==> src/rtl/shared_mem_arbiter.sv <==
`default_nettype none
// ============================================================================
//  Module   : shared_mem_arbiter
//  Purpose  : Round-robin core arbiter for the shared data RAM, with absolute
//             priority for the host bus-transfer loader.
//  Revision : 1.0  initial release
// ============================================================================
module shared_mem_arbiter #(
    parameter int NUM_CORES = 4,
    parameter int AW        = 16,
    parameter int DW        = 8
) (
    input  logic                    clk,
    input  logic                    rst_n,
    input  logic [NUM_CORES-1:0]    core_req,
    input  logic [NUM_CORES-1:0]    core_we,
    input  logic [NUM_CORES*AW-1:0] core_addr,
    input  logic [NUM_CORES*DW-1:0] core_wdata,
    output logic [NUM_CORES-1:0]    core_gnt,
    output logic [NUM_CORES-1:0]    core_rvalid,
    output logic [DW-1:0]           core_rdata,
    input  logic                    bt_req,
    output logic                    bt_gnt,
    output logic                    mem_we,
    output logic [AW-1:0]           mem_addr,
    output logic [DW-1:0]           mem_wdata,
    input  logic [DW-1:0]           mem_rdata,
    output logic [1:0]              addr_sel
);

    localparam int PW = (NUM_CORES > 1) ? $clog2(NUM_CORES) : 1;
    localparam logic [PW:0]          c_ncores = (PW+1)'(NUM_CORES);
    localparam logic [NUM_CORES-1:0] c_one    = {{(NUM_CORES-1){1'b0}}, 1'b1};

    typedef enum logic [1:0] {
        S_IDLE     = 2'd0,
        S_CORE_ACC = 2'd1,
        S_CORE_RD  = 2'd2,
        S_BT       = 2'd3
    } state_t;

    state_t        state_q, state_d;
    logic [PW-1:0] rr_ptr_q, rr_ptr_d;
    logic [PW-1:0] win_q, win_d;

    logic [PW-1:0] w_pick;
    logic          w_any;
    logic [PW:0]   w_sum;
    logic [PW-1:0] w_inc;

    // Descending scan so the requester closest at/after rr_ptr is written last and wins.
    always_comb begin
        w_pick = '0;
        w_any  = 1'b0;
        w_sum  = '0;
        for (int i = NUM_CORES-1; i >= 0; i--) begin
            w_sum = {1'b0, rr_ptr_q} + (PW+1)'(i);
            if (w_sum >= c_ncores) begin
                w_sum = w_sum - c_ncores;
            end
            if (core_req[w_sum[PW-1:0]]) begin
                w_pick = w_sum[PW-1:0];
                w_any  = 1'b1;
            end
        end
    end

    always_comb begin
        if (win_q == PW'(NUM_CORES-1)) begin
            w_inc = '0;
        end else begin
            w_inc = win_q + PW'(1);
        end
    end

    always_ff @(posedge clk) begin
        if (!rst_n) begin
            state_q  <= S_IDLE;
            rr_ptr_q <= '0;
            win_q    <= '0;
        end else begin
            state_q  <= state_d;
            rr_ptr_q <= rr_ptr_d;
            win_q    <= win_d;
        end
    end

    always_comb begin
        state_d     = state_q;
        rr_ptr_d    = rr_ptr_q;
        win_d       = win_q;
        core_gnt    = '0;
        core_rvalid = '0;
        core_rdata  = '0;
        bt_gnt      = 1'b0;
        mem_we      = 1'b0;
        mem_addr    = '0;
        mem_wdata   = '0;
        addr_sel    = 2'b00;
        case (state_q)
            S_IDLE: begin
                if (bt_req) begin
                    state_d = S_BT;
                end else if (w_any) begin
                    win_d   = w_pick;
                    state_d = S_CORE_ACC;
                end
            end
            S_CORE_ACC: begin
                core_gnt  = c_one << win_q;
                mem_we    = core_we[win_q];
                mem_addr  = core_addr[int'(win_q)*AW +: AW];
                mem_wdata = core_wdata[int'(win_q)*DW +: DW];
                addr_sel  = 2'b01;
                if (core_we[win_q]) begin
                    rr_ptr_d = w_inc;
                    state_d  = S_IDLE;
                end else begin
                    state_d  = S_CORE_RD;
                end
            end
            S_CORE_RD: begin
                // RAM has one cycle of read latency: data addressed in CORE_ACC lands here.
                core_rvalid = c_one << win_q;
                core_rdata  = mem_rdata;
                addr_sel    = 2'b01;
                rr_ptr_d    = w_inc;
                state_d     = S_IDLE;
            end
            S_BT: begin
                bt_gnt   = 1'b1;
                addr_sel = 2'b10;
                if (!bt_req) begin
                    state_d = S_IDLE;
                end
            end
            default: begin
                state_d = S_IDLE;
            end
        endcase
    end

endmodule
`default_nettype wire

==> config.mk <==
export PLATFORM = sky130hd
export DESIGN_NAME = shared_mem_arbiter
export DESIGN_NICKNAME = d
export VERILOG_FILES = /design/src/rtl/shared_mem_arbiter.sv
export SDC_FILE = /design/constraint.sdc
export NUM_CORES = 1
export LEC_CHECK = 0
export ABC_AREA = 1
export CORE_ASPECT_RATIO = 1.75
export CORE_UTILIZATION = 32
export DETAILED_ROUTE_END_ITERATION = 8
export PLACE_DENSITY = 0.87
export SYNTH_ARGS = -nofsm -noshare
export SYNTH_HDL_FRONTEND = slang
export SYNTH_SLANG_ARGS = --single-unit
==> constraint.sdc <==
create_clock -name clk -period 4.2 [get_ports clk]
set_input_delay 0.84 -clock clk [delete_from_list [all_inputs] [get_ports clk]]
set_output_delay 0.84 -clock clk [all_outputs]
set_load 0.02 [all_outputs]
==> results.toml, run 1 <==
[run_status]
status = "complete, no violations"

[power_and_ir_drop]
p_int_w = 0.0004927
finalPower_w = 0.0009868
power_switching_share = 0.5007
pwr_density_cell_nw_per_um2 = 309.3
peakVddDrop_mv = 0.3740
p_seq_frac = 0.094
p_switching_w = 0.0004942
clkPwrFrac = 0.090
combinationalPowerShare = 0.815
leakagePower_nw = 1.431

[synthesis]
synthArstFlopShare = 0
yosysUniqueCellTypes = 23
yosys_warnings = 0
synth_flop_cell = "dfxtp_1"
synth-edff-count = 0
ys_ff_latch = 6
synth_common_cells = "nor2_1 (102), nand2_1 (55), o21ai_0 (50)"
synth_top_cell_by_area = "nor2_1"
yosysMostFrequentCell = "nor2_1"
syn_area_per_cell_um2 = 4.794
synth_area_leaders = "nor2_1 (24%), o21ai_0 (16%), nand2_1 (13%), a21oi_1 (9.3%), dfxtp_1 (7.7%)"
synth_area_um2 = 1568
synth.net_count = 450
synth_cells = 327
synth_top_area_frac = 0.2442
synth-seq-area-share = 0.07662

[sta]
fin_crit_ns = 3.225
period_share = 0.7680
rsz0062_at_grt = "no"
maxSlewViolCount = 0
fmax_mhz = 310.0
setup_tns_ns = 0
finalSetupViolations = 0
tightest_slew_ns = 0.5500
finalHoldViolations = 0
relSlewSlack = 0.6329
finalClockSkew_ns = 0.001122

[routing]
wl_per_cell_um = 13.11
vias = 2553
drc_errors = 0
drt-initial-drc-count = 50
via_per_inst = 4.881
drt-total-wl_um = 6859
first_pass_iters = 4
ant_nets = 0

[critical_path]
worstSetupStartpointType = "input pin"
cp.required_ns = 3.36
cpLargestDelayFamily = "buffers and inverters"
critical_path_arrival_ns = 2.39
critical_path.max_fanout = 1
max_stage_delay_ns = 0.62
reg2reg_from = "win_q[1]"
crit_buf_inv = 2
path_class = "input pin to output pin"
worstPathCellList = "clkdlybuf4s50_1, nor2_1, nor2_1, o21ai_0, a21oi_1, clkdlybuf4s50_1"
rrSetupSlack_ns = 2.54
r2r-end = "rr_ptr_q[0]"
cp-end-kind = "output pin"
ff2ff_path_depth = 7
cp.depth = 6
crit_slowest_cell = "clkdlybuf4s50_1"

[clocking]
cts_hold_buf = 0
clkTransAtPathRegs_ns = 0.04
cts_tree = "done"
clock_sinks = 6
post_cts_buffers = 0
cts-htree-levels = 1
clk_path_buf_depth = 2
root_buffer = "clkbuf_8"
cts-resized-gates = 0
numCtsBuffers = 3
clock_latency_ns = 0.22

[global_routing]
grt_max_degree = 55
grt_overflow_total = 0
grt_first_pass_wirelength_um = 9894
grt_pass1_vias = 2313
grt_antenna_before_repair = 0
gr-usage-all-layers = 0.2498

[worst_hold_path]
whs_endpoint = "state_q[1]"
hold_path_class = "register to register"
hp-start = "state_q[1]"
min_path_cells = 2

[floorplan]
coreArea_um2 = 4707
dieArea_um2 = 5194
die_y_um = 94.60
io_pins = 159
num_rows = 33
die_w_um = 54.91
start_util = 0.3331

[run]
drv_cap = 0

[place]
gp_congestion = 0.9085
port-buffer-count = 158
dpl.hpwl_um = 5366

[final_layout]
fin_nets = 596
area_growth_pct = 103.5
drive_above_1_share = 0.04671
multiInputGateArea_um2 = 1229
fillers = 435
register_area_um2 = 121.4
n_antenna_cell = 0
how the worst max path moves through the flow:
stage,start,to,slack (ns)
2_1_floorplan,core_addr[0],mem_addr[0],1.97
3_3_place_gp,core_wdata[5],mem_wdata[5],0.96
3_5_place_dp,core_wdata[5],mem_wdata[5],0.96
4_1_cts,core_wdata[5],mem_wdata[5],0.96
5_1_grt,core_wdata[6],mem_wdata[6],0.80
6_report,core_wdata[5],mem_wdata[5],0.97
sequential cells by signal, summed over array words and instances, names as in the netlist:
name      flops
rr_ptr_q      2
win_q         2
state_q       2
stage by stage:
step	hold WS (ns)	cell area (µm²)	worst slack, ns	cells	util
after global placement	0.4963	3149	0.9609	520	0.6691
after floorplan	0.4808	1568	1.968	327	-
after global routing	0.5424	3191	0.7959	523	0.6778
final	0.5195	3191	0.9746	523	0.6778
after CTS	0.5225	3191	0.9577	523	0.6778
after detailed placement	0.5198	3149	0.9567	520	0.6691
layout by cell type, fill, tap and decap left out:
cell type / count
inv_4: 1
clkbuf_8: 3
o211ai_1: 1
nand3_1: 9
inv_2: 3
a21oi_2: 1
o21ai_2: 1
buf_4: 4
ha_1: 8
a21oi_1: 29
and2_1: 1
nor2_1: 102
o21ai_0: 50
nand2_2: 7
o21ai_1: 2
o21a_1: 1
clkinv_1: 1
clkdlybuf4s50_1: 158
nor2_2: 1
dfxtp_1: 5
inv_1: 27
dfxtp_2: 1
nand2_1: 55
power by group through the flow:
stage          Combinational (W)  Clock (W)  Sequential, W
3_3_place_gp            0.000790          0      0.0000922
5_1_grt                 0.000895  0.0000910      0.0000963
4_1_cts                 0.000807  0.0000897      0.0000929
3_5_place_dp            0.000803          0      0.0000936
2_1_floorplan           0.000488          0      0.0000798
6_report                0.000805  0.0000892      0.0000931
logic make-up after synthesis:
group,after synthesis,share of synthesized area
buffers and inverters,53,0.1397
adders and majority gates,8,0.06385
DFF,6,0.07662
AOI/OAI and AO/OA,85,0.2793
and+or+nand+nor,175,0.4405
worst min-delay path, stage by stage (launching register included):
cell and delay (ns):
dfxtp_1 0.33, nand2_1 0.09, a21oi_2 0.05
metal layers:
metal,GRT usage,wire length [µm],up-vias
li1,-,-,1317
met1,0.2402,2440,1122
met2,0.4950,3712,100
met3,0.04187,557,14
met4,0.07500,148,0
met5,0,0,-
final cells by class:
class	instances	share of cell area
Multi-Input combinational cell	268	0.3851
Clock buffer	3	0.01294
Inverter	32	0.03843
Sequential cell	6	0.03804
Tap cell	52	0.02039
Timing Repair Buffer	162	0.5051
(Power assumes the default switching activity.)
==> inputs of run 2 (changes only) <==
Settings changed: CORE_UTILIZATION 32 to 27, PLACE_DENSITY 0.87 to 0.79.
Clock period 4.2 ns to 2.9 ns, I/O delays scaled along.
==> run 2 against run 1 <==
Final area increased by 2.0%. Sequential share of layout area decreased by 0.073 points. Wire length increased by 4.1%. Clock power increased by 41%. Via count about the same. Critical endpoint is now mem_addr[3]. Largest power group unchanged. Clock skew increased by 0.0013 ns.
==> results.toml, run 2 (synthesis gave the netlist of run 1 again) <==
[floorplan]
coreArea_um2 = 5585
start_util = 0.2807
die_w_um = 59.60
dieArea_um2 = 6127
num_rows = 36
die_y_um = 102.8
io_pins = 159

[routing]
drt-total-wl_um = 7143
first_pass_iters = 4
wl_per_cell_um = 13.03
via_per_inst = 4.655
ant_nets = 0
drc_errors = 0
vias = 2551
drt-initial-drc-count = 155

[sta]
finalHoldViolations = 0
fin_hold_ws_ns = 0.5215
period_share = 0.9376
tightest_slew_ns = 0.5035
fmax_mhz = 367.8
finalSetupViolations = 0
finalClockSkew_ns = 0.002468
rsz0062_at_grt = "no"
worst_slack_ns = 0.1811
setup_tns_ns = 0
relSlewSlack = 0.6639
maxSlewViolCount = 0
fin_crit_ns = 2.719

[worst_hold_path]
hold_path_class = "register to register"
hp-start = "state_q[1]"
whs_endpoint = "state_q[1]"
min_path_cells = 2

[final_layout]
fin_nets = 597
register_area_um2 = 121.4
largest_registers = "rr_ptr_q (2), state_q (2), win_q (2)"
area_growth_pct = 107.5
multiInputGateArea_um2 = 1229
final_cell_mix = "clkdlybuf4s50_1 (158), nor2_1 (102), nand2_1 (55)"
drive_above_1_share = 0.04873
final_common_cell = "clkdlybuf4s50_1"
n_antenna_cell = 0
fillers = 571

[place]
gp_congestion = 0.8220
dpl.hpwl_um = 5701
dp_slack_ns = 0.2425
port-buffer-count = 158

[critical_path]
cp.required_ns = 2.32
critical_path_arrival_ns = 2.14
worstSetupStartpointType = "register"
path_class = "register to output pin"
reg2reg_from = "win_q[0]"
critPathLaunch = "win_q[0]"
cp-end-kind = "output pin"
critical_path.max_fanout = 38
rrSetupSlack_ns = 1.23
r2r-end = "rr_ptr_q[0]"
ff2ff_path_depth = 8

[global_routing]
grt_first_pass_wirelength_um = 10070
grt_max_degree = 53
grt_antenna_before_repair = 0
grt_overflow_total = 0
grt_pass1_vias = 2212
gr-usage-all-layers = 0.2115

[clocking]
clock_sinks = 6
cts_tree = "done"
root_buffer = "clkbuf_8"
cts-resized-gates = 0
numCtsBuffers = 3
cts_hold_buf = 0
cts-htree-levels = 1
clkTransAtPathRegs_ns = 0.04
post_cts_buffers = 0
clock_latency_ns = 0.22
clk_path_buf_depth = 2

[run_status]
status = "complete, no violations"

[power_and_ir_drop]
peakVddDrop_mv = 0.3358
leakagePower_nw = 1.445
finalPower_w = 0.001439
pwr_density_cell_nw_per_um2 = 442.3

[run]
drv_cap = 0
[run 2: area by class of cell]
type | count | share of cell area
sequential | 6 | 0.03731
tap | 76 | 0.02923
timing repair buffer | 163 | 0.5054
inverter | 32 | 0.03769
multi-input combinational | 268 | 0.3777
clock buffer | 3 | 0.01269
[run 2: per-stage QoR]
step | util | instances | area, µm²
5_1_grt | 0.5824 | 548 | 3253
6_report | 0.5824 | 548 | 3253
3_3_place_gp | 0.5750 | 545 | 3212
3_5_place_dp | 0.5750 | 545 | 3212
2_1_floorplan | - | 327 | 1568
4_1_cts | 0.5824 | 548 | 3253
[run 2: where the power goes]
| group | total (W) | internal, W | leakage, nW | switching (W) |
|---|---|---|---|---|
| registers | 0.000146 | 0.000103 | 0.0497 | 0.0000429 |
| logic | 0.00117 | 0.000540 | 1.37 | 0.000627 |
| clock network | 0.000126 | 0.0000892 | 0.0216 | 0.0000364 |
[run 2: worst max-delay path, cell delays in order, from the launching register on]
cell and delay, ns:
dfxtp_2 0.56, buf_12 0.25, nor2_1 0.07, nor2_1 0.08, o21ai_0 0.16, a21oi_1 0.16, clkdlybuf4s50_1 0.63
[run 2: worst max-delay path by stage]
stage / endpoint
2_1_floorplan: mem_addr[0]
3_3_place_gp: mem_addr[14]
3_5_place_dp: mem_addr[3]
4_1_cts: mem_addr[3]
5_1_grt: mem_addr[8]
6_report: mem_addr[3]
[run 2: per-layer routing]
| layer | part of all wire | vias up | track usage | routed length [µm] |
|---|---|---|---|---|
| met5 | 0 | - | 0 | 0 |
| met3 | 0.10 | 13 | 0.04893 | 717 |
| li1 | - | 1318 | - | - |
| met1 | 0.36 | 1112 | 0.2177 | 2569 |
| met2 | 0.52 | 108 | 0.4028 | 3689 |
| met4 | 0.023 | 0 | 0.07513 | 167 |
